**config.mk**
```make
export PLATFORM = sky130hd
export DESIGN_NAME = axi_rd_arbiter
export DESIGN_NICKNAME = d
export VERILOG_FILES = /design/src/rtl/axi_rd_arbiter.sv
export SDC_FILE = /design/constraint.sdc
export NUM_CORES = 1
export LEC_CHECK = 0
export CORE_AREA = 2 2 151 153
export DETAILED_ROUTE_END_ITERATION = 10
export DIE_AREA = 0 0 153 155
export PLACE_DENSITY = 0.63
export SETUP_SLACK_MARGIN = 0.5
export SYNTH_ARGS = -nofsm -noshare
export SYNTH_HDL_FRONTEND = slang
export SYNTH_SLANG_ARGS = --single-unit
```
**constraint.sdc**
```tcl
create_clock -name clk -period 2 [get_ports clk]
set_input_delay 0.4 -clock clk [delete_from_list [all_inputs] [get_ports clk]]
set_output_delay 0.4 -clock clk [all_outputs]
set_load 0.02 [all_outputs]
```
**src/rtl/axi_rd_arbiter.sv**
```systemverilog
// Round-robin arbiter sharing one AXI read channel (AR+R) between ifetch (port 0) and data (port 1).
// Latency: ack same cycle as req, arvalid one cycle later; R beats pass through combinationally.
// Backpressure: requester rready stalls the bus directly; ARB_RID_CHECK_EN enables sticky rid-mismatch err.
module axi_rd_arbiter #(
  parameter int ID_WIDTH   = 13,
  parameter int ADDR_WIDTH = 64,
  parameter int DATA_WIDTH = 64
) (
  input  logic                    clk,
  input  logic                    reset_n,
  input  logic [1:0]              req,
  output logic [1:0]              ack,
  input  logic [2*ADDR_WIDTH-1:0] addr,
  input  logic [15:0]             len,
  output logic [1:0]              rvalid,
  input  logic [1:0]              rready,
  output logic [DATA_WIDTH-1:0]   r_data,
  output logic [1:0]              r_resp,
  output logic                    r_last,
  output logic [ID_WIDTH-1:0]     m_axi_arid,
  output logic [ADDR_WIDTH-1:0]   m_axi_araddr,
  output logic [7:0]              m_axi_arlen,
  output logic [1:0]              m_axi_arburst,
  output logic                    m_axi_arvalid,
  input  logic                    m_axi_arready,
  input  logic [ID_WIDTH-1:0]     m_axi_rid,
  input  logic [DATA_WIDTH-1:0]   m_axi_rdata,
  input  logic [1:0]              m_axi_rresp,
  input  logic                    m_axi_rlast,
  input  logic                    m_axi_rvalid,
  output logic                    m_axi_rready,
  output logic                    err
);

  localparam logic [1:0] IDLE = 2'd0;
  localparam logic [1:0] ADDR = 2'd1;
  localparam logic [1:0] DATA = 2'd2;

  logic [1:0] state;
  logic       gnt;
  logic       last_gnt;
  logic       winner;
  logic       in_data;
  logic       rid_bad;
  logic       burst_done;

  // On a tie the requester that did not win last time goes next.
  always_comb begin
    winner = req[1];
    if (req == 2'b11) winner = ~last_gnt;
  end

  assign ack = (reset_n && (state == IDLE) && (req != 2'b00)) ?
               (winner ? 2'b10 : 2'b01) : 2'b00;

  assign in_data = (state == DATA);

`ifdef ARB_RID_CHECK_EN
  assign rid_bad = in_data && m_axi_rvalid && (m_axi_rid != m_axi_arid);
`else
  logic unused_rid;
  assign unused_rid = ^m_axi_rid;
  assign rid_bad    = 1'b0;
`endif

  // Mismatching beats are drained from the bus but hidden from the requester.
  assign m_axi_rready = in_data && (rid_bad || rready[gnt]);
  assign rvalid       = (in_data && m_axi_rvalid && !rid_bad) ?
                        (gnt ? 2'b10 : 2'b01) : 2'b00;
  assign r_data       = m_axi_rdata;
  assign r_resp       = m_axi_rresp;
  assign r_last       = m_axi_rlast;

  assign burst_done = in_data && m_axi_rvalid && m_axi_rready && m_axi_rlast && !rid_bad;

  always_ff @(posedge clk or negedge reset_n) begin
    if (!reset_n) begin
      state         <= IDLE;
      gnt           <= 1'b0;
      last_gnt      <= 1'b1;
      m_axi_arvalid <= 1'b0;
      m_axi_arid    <= '0;
      m_axi_araddr  <= '0;
      m_axi_arlen   <= '0;
      m_axi_arburst <= '0;
    end else begin
      case (state)
        IDLE: begin
          if (req != 2'b00) begin
            gnt           <= winner;
            m_axi_arid    <= ID_WIDTH'(winner);
            m_axi_araddr  <= winner ? addr[2*ADDR_WIDTH-1:ADDR_WIDTH] : addr[ADDR_WIDTH-1:0];
            m_axi_arlen   <= winner ? len[15:8] : len[7:0];
            m_axi_arburst <= winner ? 2'b01 : 2'b10;
            m_axi_arvalid <= 1'b1;
            state         <= ADDR;
          end
        end
        ADDR: begin
          if (m_axi_arready) begin
            m_axi_arvalid <= 1'b0;
            state         <= DATA;
          end
        end
        DATA: begin
          if (burst_done) begin
            last_gnt <= gnt;
            state    <= IDLE;
          end
        end
        default: state <= IDLE;
      endcase
    end
  end

`ifdef ARB_RID_CHECK_EN
  always_ff @(posedge clk or negedge reset_n) begin
    if (!reset_n)     err <= 1'b0;
    else if (rid_bad) err <= 1'b1;
  end
`else
  assign err = 1'b0;
`endif

endmodule

```
==> flow_summary.toml, run 1 <==
[synthesis]
synth_top_area_cell = "dfrtp_1"
synth_edf_count = 0
ys_types = 24
netlist_area_um2 = 4210
yosys_warnings = 0
yosys_register_bits = 78
yosysSeqAreaShare_pct = 46.4
synth_area_leaders = "dfrtp_1 (46%), a221o_1 (17%), buf_4 (15%)"
syn_area_per_cell_um2 = 11.5
synth_top_area_share_pct = 45.8
async_reset_ff_share_pct = 100
netlist_instances = 365
synth_ff_type = "dfrtp_1"

[routing]
vias = 3717
wirelength_mm = 15.7
final_antenna_net_count = 0
vias_per_cell = 4.42
first_pass_iters = 5
wire_per_inst_um = 18.6
drc = 0
drt_iter0_drc = 247

[clock_network]
clk_pin_slew_ns = 0.07
cts_tree = "yes"
cts.path.max_buffers = 2
cts_sinks = 78
cts_buffers = 9
h-tree-depth = 3
insertion_delay_ns = 0.34
cts_root_buf = "clkbuf_16"

[placed_design]
gp_congestion = 0.735
place_hpwl_mm = 10.1
port_buffers = 234

[floorplanning]
die_h_um = 155
start_util_pct = 18.9
fp.coreArea_um2 = 22200
die-area_um2 = 23700
row_count = 55
pin_count = 393
fp.dieW_um = 153

[critical_path]
path_buf_inv = 1
worstPathMaxFanout = 3
end_kind = "output pin"
path_class = "reg -> out"
critPathLaunchType = "register"
slowest_delay_ns = 0.54
r2r_start = "state[0]$_DFFE_PN0P_"
worst-path-stages = 4
reg2reg_setup_slack_ns = 0.21
reg2regPathDepth = 6
arrival_ns = 1.39
critPathSlowestCell = "dfstp_2"
critPathTopFamily = "flip-flops"
r2r-end = "m_axi_araddr[2]$_DFFE_PN0P_"
cp_cell_sequence = "nand2b_1 > and3_4 > and2_4 > buf_6"
crit_required_ns = 1.60

[sta]
min_period_over_period_pct = 89.6
fmax_mhz = 558
fin_crit_ns = 1.79
max-slew-margin-rel_pct = 60.1
fin_hold_ws_ns = 0.0483
rsz0062_at_grt = "yes"
finalHoldViolCount = 0
tns_ns = 0
skew_ns = 0.0108
worstMarginPinSlew_ns = 0.599
finalMaxSlewViolations = 0
finalSetupViolCount = 0

[power]
p_leak_nw = 3.06
power_mw = 10.9
max-vdd-ir-drop_mv = 0.560
p_per_area_nw_per_um2 = 1540

[global_routing]
grt_overflow = 0
grt_pass1_wl_mm = 22.7
grt_antenna_before_repair = 0
grt_pass1_vias = 3853
grt_use_total_pct = 12.3
use_met2_pct = 20.5
grt_use_met3_pct = 3.26
top_usage_layer = "met2"
grt_use_met1_pct = 15.4
grt_max_degree = 43

[worst_hold_path]
hold_class = "in -> async"

[finish]
layout_commonest_cell = "clkdlybuf4s50_1"
layout_common_cells = "clkdlybuf4s50_1 (147), dfrtp_1 (75), o21a_1 (72), a221o_1 (72), dlygate4sd2_1 (61)"
layout.nets = 783
multiInputGateArea_um2 = 1530
fillers = 2327
drive_above_1_share_pct = 14.6
syn2layout_area_growth_pct = 67.9
diodes = 0
seqCellArea_um2 = 1960

[job]
maxCapViolCount = 0

[outcome]
status = "finished, final reports clean"
-- where the power goes --
group	switching (mW)	internal [mW]
Clock	0.724	0.838
Combinational	3.05	3.47
Sequential	0.417	2.35
-- synthesized netlist by cell type (2+ instances only) --
| library cell | n |
|---|---|
| a21o_1 | 2 |
| a221o_1 | 72 |
| and2_1 | 2 |
| and3_1 | 2 |
| buf_2 | 15 |
| buf_4 | 82 |
| buf_6 | 9 |
| clkbuf_1 | 7 |
| dfrtp_1 | 77 |
| nand2_1 | 6 |
| nand2b_1 | 2 |
| nor2_1 | 4 |
| o21a_1 | 72 |
| o21ai_0 | 3 |
-- layout make-up --
| class | instances | share of cell area, % |
|---|---|---|
| Clock buffer | 10 | 3.24 |
| Clock inverter | 6 | 0.549 |
| Multi-Input combinational cell | 186 | 21.6 |
| Sequential cell | 78 | 27.7 |
| Tap cell | 285 | 5.05 |
| Timing Repair Buffer | 276 | 41.8 |
-- routing by layer --
layer	part of all wire, %	vias up
met5	0	-
met4	2.8	0
met3	6.3	30
met2	48	187
met1	43	1831
li1	-	1669
-- sequential cells by signal, summed over array words and instances, names as in the netlist --
register,count
m_axi_arvalid,1
m_axi_arlen,8
m_axi_arburst,2
m_axi_araddr,64
state,2
last_gnt,1
-- metrics by stage --
stage	setup WS (ns)	cells	util (%)	area, µm²
after global routing	0.150	841	31.8	7060
after floorplan	0.435	377	-	4280
after CTS	0.189	833	30.8	6850
final	0.208	841	31.8	7060
after global placement	-0.307	797	28.4	6300
after detailed placement	-0.312	797	28.4	6300
-- repair_timing --
item                                    4_1_cts  5_1_grt
resized for setup                           139       27
endpoints found under the hold margin         1        0
endpoints found under the setup margin      156       97
hold buffers                                  1        0
pin swaps                                    23       53
cloned                                        8        7
setup buffers                                11        1
-- worst max-delay path by stage --
stage | to | start
3_3_place_gp | ack[1] | req[1]
3_5_place_dp | ack[1] | req[1]
6_report | ack[0] | last_gnt$_DFFE_PN1P_
4_1_cts | ack[0] | last_gnt$_DFFE_PN1P_
5_1_grt | rvalid[1] | state[0]$_DFFE_PN0P_
2_1_floorplan | ack[0] | last_gnt$_DFFE_PN1P_
-- logic make-up (layout without fill, tap and decap cells) --
family	Yosys count	in the layout	synth area share (%)
flip-flops	78	78	46.4
AND/OR/NAND/NOR	22	22	2.83
other	1	13	0.0891
AO/OA/AOI/OAI	149	149	30.7
multiplexers	2	2	0.506
buffers and inverters	113	292	19.5
(Power assumes the default switching activity.)
==> run 2: changes to the inputs <==
--- a/config.mk
+++ b/config.mk
@@ -5,9 +5,10 @@
 export SDC_FILE = /design/constraint.sdc
 export NUM_CORES = 1
 export LEC_CHECK = 0
-export CORE_AREA = 2 2 151 153
+export ABC_AREA = 1
+export CORE_AREA = 2 2 155 157
 export DETAILED_ROUTE_END_ITERATION = 10
-export DIE_AREA = 0 0 153 155
+export DIE_AREA = 0 0 157 159
 export PLACE_DENSITY = 0.63
 export SETUP_SLACK_MARGIN = 0.5
 export SYNTH_ARGS = -nofsm -noshare
==> flow_summary.toml, run 2 <==
[outcome]
status = "finished, final reports clean"

[synthesis]
yosys-top-cells-count = "nand2_1 (376), buf_4 (89), dfrtp_1 (77), nand3_1 (75), buf_2 (24)"
synth.most_common_cell = "nand2_1"
yosys_register_bits = 78
async_reset_ff_share_pct = 100
synth_area_leaders = "dfrtp_1 (41%), nand2_1 (30%), buf_4 (14%)"
yosys_warnings = 0
synth_top_area_share_pct = 41.0
ys_types = 17
netlist_instances = 674
syn_area_per_cell_um2 = 6.98
netlist_area_um2 = 4700
synth_edf_count = 0
synth_ff_type = "dfrtp_1"
yosysSeqAreaShare_pct = 41.5
synth_top_area_cell = "dfrtp_1"

[power]
combPwrFrac_pct = 55.9
p_leak_nw = 3.90
p_clk_share_pct = 16.3
p_seq_share_pct = 27.8
swShare_pct = 43.2
p_per_area_nw_per_um2 = 1320
p_int_mw = 5.59
switchingPower_mw = 4.26
max-vdd-ir-drop_mv = 0.827

[finish]
syn2layout_area_growth_pct = 58.2
diodes = 0
largest-register = "m_axi_araddr"
layout_commonest_cell = "nand2_1"
layout.nets = 1083
drive_above_1_share_pct = 9.84
largest_registers = "m_axi_araddr: 64 flops, m_axi_arlen: 8 flops"
largest_reg_flops = 64
layout_common_cells = "nand2_1 (371), clkdlybuf4s50_1 (149), dfrtp_1 (77), nand3_1 (73), dlygate4sd2_1 (63)"
stdcell_area_um2 = 7440

[global_routing]
grt_use_met1_pct = 13.9
grt_pass1_vias = 4605
grt_antenna_before_repair = 0
top_usage_layer = "met2"
grt_pass1_wl_mm = 23.9
grt_use_met3_pct = 3.43
use_met2_pct = 21.0
grt_use_total_pct = 12.1
grt_overflow = 0
grt_max_degree = 73

[floorplanning]
die-area_um2 = 25000
pin_count = 393
fp.coreArea_um2 = 23200
row_count = 56
start_util_pct = 20.3
fp.dieW_um = 157
die_h_um = 159

[routing]
final_antenna_net_count = 0
drt_iter0_drc = 297
first_pass_iters = 4
wirelength_mm = 18.0
wire_per_inst_um = 15.3
vias_per_cell = 4.05
vias = 4751
drc = 0

[placed_design]
post-place-ws_ns = -0.331
place_hpwl_mm = 10.9
gp_congestion = 0.727
port_buffers = 234
place_area_um2 = 6800

[critical_path]
critPathTopFamily = "simple AND/OR/NAND/NOR gates"
end_kind = "output pin"
r2r-end = "m_axi_araddr[29]$_DFFE_PN0P_"
reg2reg_setup_slack_ns = 0.44
r2r_start = "state[0]$_DFFE_PN0P_"
path_buf_inv = 2
crit_required_ns = 1.60
cp_common_cell = "nor2_4"
path_class = "reg -> out"
worstPathMaxFanout = 4
cp_cell_sequence = "inv_2 > nand2_2 > nor2_4 > nand3_2 > nor2_4 > buf_6"
arrival_ns = 1.36
reg2regPathDepth = 10
slowest_delay_ns = 0.39
critPathLaunchType = "register"
critPathSlowestCell = "dfrtp_1"

[sta]
finalHoldViolCount = 0
skew_ns = 0.00877
finalSetupViolCount = 0
worst_slack_ns = 0.245
rsz0062_at_grt = "yes"
worstMarginPinSlew_ns = 0.566
max-slew-margin-rel_pct = 62.3
fin_crit_ns = 1.76
fmax_mhz = 570
tns_ns = 0
min_period_over_period_pct = 87.8
finalMaxSlewViolations = 0

[worst_hold_path]
hold_class = "in -> async"

[clock_network]
cts.path.max_buffers = 2
cts_tree = "yes"
cts_root_buf = "clkbuf_16"
h-tree-depth = 3
cts_buffers = 9
insertion_delay_ns = 0.34
clk_pin_slew_ns = 0.06
cts_sinks = 78

[job]
maxCapViolCount = 0
[run 2: worst max-delay path by stage]
stage	from	to	slack (ns)	cells past startpoint
floorplan	last_gnt$_DFFE_PN1P_	ack[0]	0.51	5
global placement	req[0]	ack[0]	-0.34	6
detailed placement	req[0]	ack[0]	-0.33	6
CTS	state[0]$_DFFE_PN0P_	ack[1]	0.23	6
global route	state[1]$_DFFE_PN0P_	ack[1]	0.16	6
finish	state[0]$_DFFE_PN0P_	ack[1]	0.24	6
[run 2: stage by stage]
stage	power, mW	hold WS [ns]	utilization [%]	instances
6_report	9.85	0.186	32.1	1173
5_1_grt	10.6	0.224	32.1	1173
4_1_cts	9.05	0.176	30.4	1152
3_5_place_dp	7.81	0.464	29.3	1134
3_3_place_gp	7.75	0.457	29.3	1134
2_1_floorplan	5.68	0.104	-	686
[run 2: cell type report]
| cell class | instances | area (µm²) |
|---|---|---|
| clock inverter | 4 | 50.0 |
| inverter | 10 | 50.0 |
| fill | 2532 | 15800 |
| tap | 319 | 399 |
| clock buffer | 10 | 229 |
| sequential | 78 | 1950 |
| multi-input combinational | 477 | 1970 |
| timing repair buffer | 275 | 2790 |
[run 2: worst register-to-register path, delay by kind of cell, from the launching register on]
kind	cells	cell delay [ns]
DFF	1	0.39
buffers and inverters	6	0.72
and+or+nand+nor	4	0.34
[run 2: power by group through the flow]
stage	registers, mW	clock network, mW	logic, mW
final	2.74	1.60	5.51
after global routing	2.84	1.76	6.01
after CTS	2.73	1.70	4.62
after detailed placement	2.76	0	5.05
after global placement	2.74	0	5.00
after floorplan	3.60	0	2.08
[run 2: what timing repair did]
item | in CTS | in global routing
pin swaps | 5 | 4
setup endpoints to repair | 157 | 94
hold buffers | 0 | 0
gates cloned | 0 | 14
resized for setup | 129 | 40
setup buffers | 4 | 7
[run 2: layer usage]
layer	share of wire (%)	vias to the layer above	wire [µm]
li1	-	2329	-
met1	43	2192	7760
met2	47	196	8420
met3	7.6	34	1360
met4	2.4	0	432
met5	0	-	0
[run 2: logic make-up after synthesis]
logic type | after synthesis | synth area share [%]
and+or+nand+nor | 459 | 38.7
buffers and inverters | 131 | 19.0
DFF | 78 | 41.5
AOI/OAI and AO/OA | 5 | 0.638
other | 1 | 0.0798
==> RTL change: new RTL, flow settings as in run 2 <==
Change the parameter `DATA_WIDTH` from 64 to 96.
--- a/src/rtl/axi_rd_arbiter.sv
+++ b/src/rtl/axi_rd_arbiter.sv
@@ -4,7 +4,7 @@
 module axi_rd_arbiter #(
   parameter int ID_WIDTH   = 13,
   parameter int ADDR_WIDTH = 64,
-  parameter int DATA_WIDTH = 64
+  parameter int DATA_WIDTH = 96
 ) (
   input  logic                    clk,
   input  logic                    reset_n,
Interface: changed (resized m_axi_rdata and r_data); port bits go from 393 to 457. No check against the original RTL was run, so the function may have changed too.
==> RTL change against run 2 <==
- sequential share of layout area rose by 0.15 points
- wire length fell by 14%
- final area fell by 0.57%
- clock power rose by 10%
- via count fell by 1.9%
- total power fell by 4.0%
- largest cell class unchanged
- sequential cell count did not move
- cell count fell by 1.3%
- synthesized area rose by 5.1%
- synthesized cell count rose by 4.7%
- register-to-register slack barely moved
- hold slack got worse by 0.067 ns
- critical path type unchanged
- setup slack improved by 0.014 ns
==> RTL change: results (changes against run 2) <==
Parameter                              Value

Critical path
  Start of the worst register-to-register path    state[1] (was state[0])
  Critical path fanouts, max    3 (was 4)
  Critical path data arrival time    1.34 ns (was 1.36 ns)

Finish
  Layout filler cell count    2523 (was 2532)

Power
  Combinational group share of total power    0.527 (was 0.559)
  Worst vdd ir    864 uV (was 827 uV)
  Leak    4.42 nW (was 3.90 nW)
  Part of the total power dissipated in sequential elements    0.287 (was 0.278)
  P_int    5.56 mW (was 5.59 mW)
  Power per standard cell area    1280 nW/um^2 (was 1320 nW/um^2)

Placed design
  Placed instance area    6820 um^2 (was 6800 um^2)
  Worst slack, placed    -0.423 ns (was -0.331 ns)
  Inst Count DP    1136 (was 1134)
  Post-detailed-placement half-perimeter wirelength    11.4 mm (was 10.9 mm)

Status
  Status    finished clean (unchanged)

GRT
  Overall fraction of global-route tracks in use    0.121 (about the same)
  Via count of the first global-routing pass    4568 (was 4605)
  Met1 GRT Util    0.129 (was 0.139)
  Antenna violations before repair    0 (unchanged)
  Global-route wire length before repair    23.7 mm (was 23.9 mm)

Logic synthesis
  Sequential fraction of the synthesis area    0.395 (was 0.415)
  Synth cell count leaders    sky130_fd_sc_hd__nand2_1, sky130_fd_sc_hd__buf_4, sky130_fd_sc_hd__dfrtp_1 (unchanged)
  Number of cells produced by synthesis    706 (was 674)
  Cell types with the largest area share after synthesis    sky130_fd_sc_hd__dfrtp_1, sky130_fd_sc_hd__nand2_1, sky130_fd_sc_hd__buf_4, sky130_fd_sc_hd__nand3_1, sky130_fd_sc_hd__buf_2 (unchanged)

Timing
  Clock tree skew after final layout    0.0125 ns (was 0.00877 ns)
  Final hold slack    0.119 ns (was 0.186 ns)
  Pin slew with the least headroom to its limit    0.567 ns (was 0.566 ns)

Routing
  Overall via count from detail_route    4663 (was 4751)
  WL met1    6.17 mm (was 7.76 mm)
  Length of routed met2 wiring    7.33 mm (was 8.42 mm)
  Routed wire per std cell    13.4 um (was 15.3 um)
  Via-to-Cell Ratio    4.03 (was 4.05)
  Routed wire length on met3    1.26 mm (was 1.36 mm)

Clock tree
  Total CTS buffers    9 (unchanged)
  CTS Buffer Depth    2 (unchanged)
RTL change: cell count changes in the layout (fill, tap and decap cells not counted), sizes merged:
cell,delta
clkinvlp,-2
buf,-9
clkdlybuf4s15,-5
clkbuf,-8
dlygate4sd2,-62
clkinv,+1
bufinv,+1
dlymetal6s2s,+69
RTL change: area by class of cell:
| cell class | instances | area [um^2] | area share |
|---|---|---|---|
| clock buffers | 12 | 236 | 0.0320 |
| flip-flops and latches | 78 | 1950 | 0.264 |
| inverters | 10 | 37.5 | 0.00508 |
| clock inverters | 4 | 73.8 | 0.00998 |
| repair buffers | 258 | 2720 | 0.368 |
| well taps | 319 | 399 | 0.0540 |
| multi-input cells | 477 | 1970 | 0.267 |
RTL change: worst max path at each step:
stage               cells after the start      to  slack [ns]      from
finish                                  5  ack[0]        0.26  last_gnt
global route                            6  ack[1]        0.18  state[1]
CTS                                     6  ack[1]        0.23  state[1]
detailed placement                      6  ack[0]       -0.42    req[0]
global placement                        6  ack[0]       -0.42    req[0]
floorplan                               5  ack[0]        0.51  last_gnt
RTL change: logic make-up (layout without fill, tap and decap cells):
logic type,after synthesis,in the layout,synth area share
simple gates,459,459,0.369
buf+inv,163,284,0.229
flops,78,78,0.395
compound gates,5,5,0.00607
other cells,1,13,0.000759
RTL change: worst max-delay path, cell delays in order, from the launching register on:
cell                      delay [ns]
sky130_fd_sc_hd__dfstp_2        0.57
sky130_fd_sc_hd__nand2_4        0.08
sky130_fd_sc_hd__nand2_4        0.09
sky130_fd_sc_hd__nand2_4        0.07
sky130_fd_sc_hd__nor2_4         0.08
sky130_fd_sc_hd__buf_6          0.11
RTL change: timing repair:
item                                   4_1_cts  5_1_grt
setup endpoints to repair                  157      157
setup buffers                                5        1
pin swaps                                    4        1
gates resized for setup                     63       83
endpoints found under the hold margin        0        0
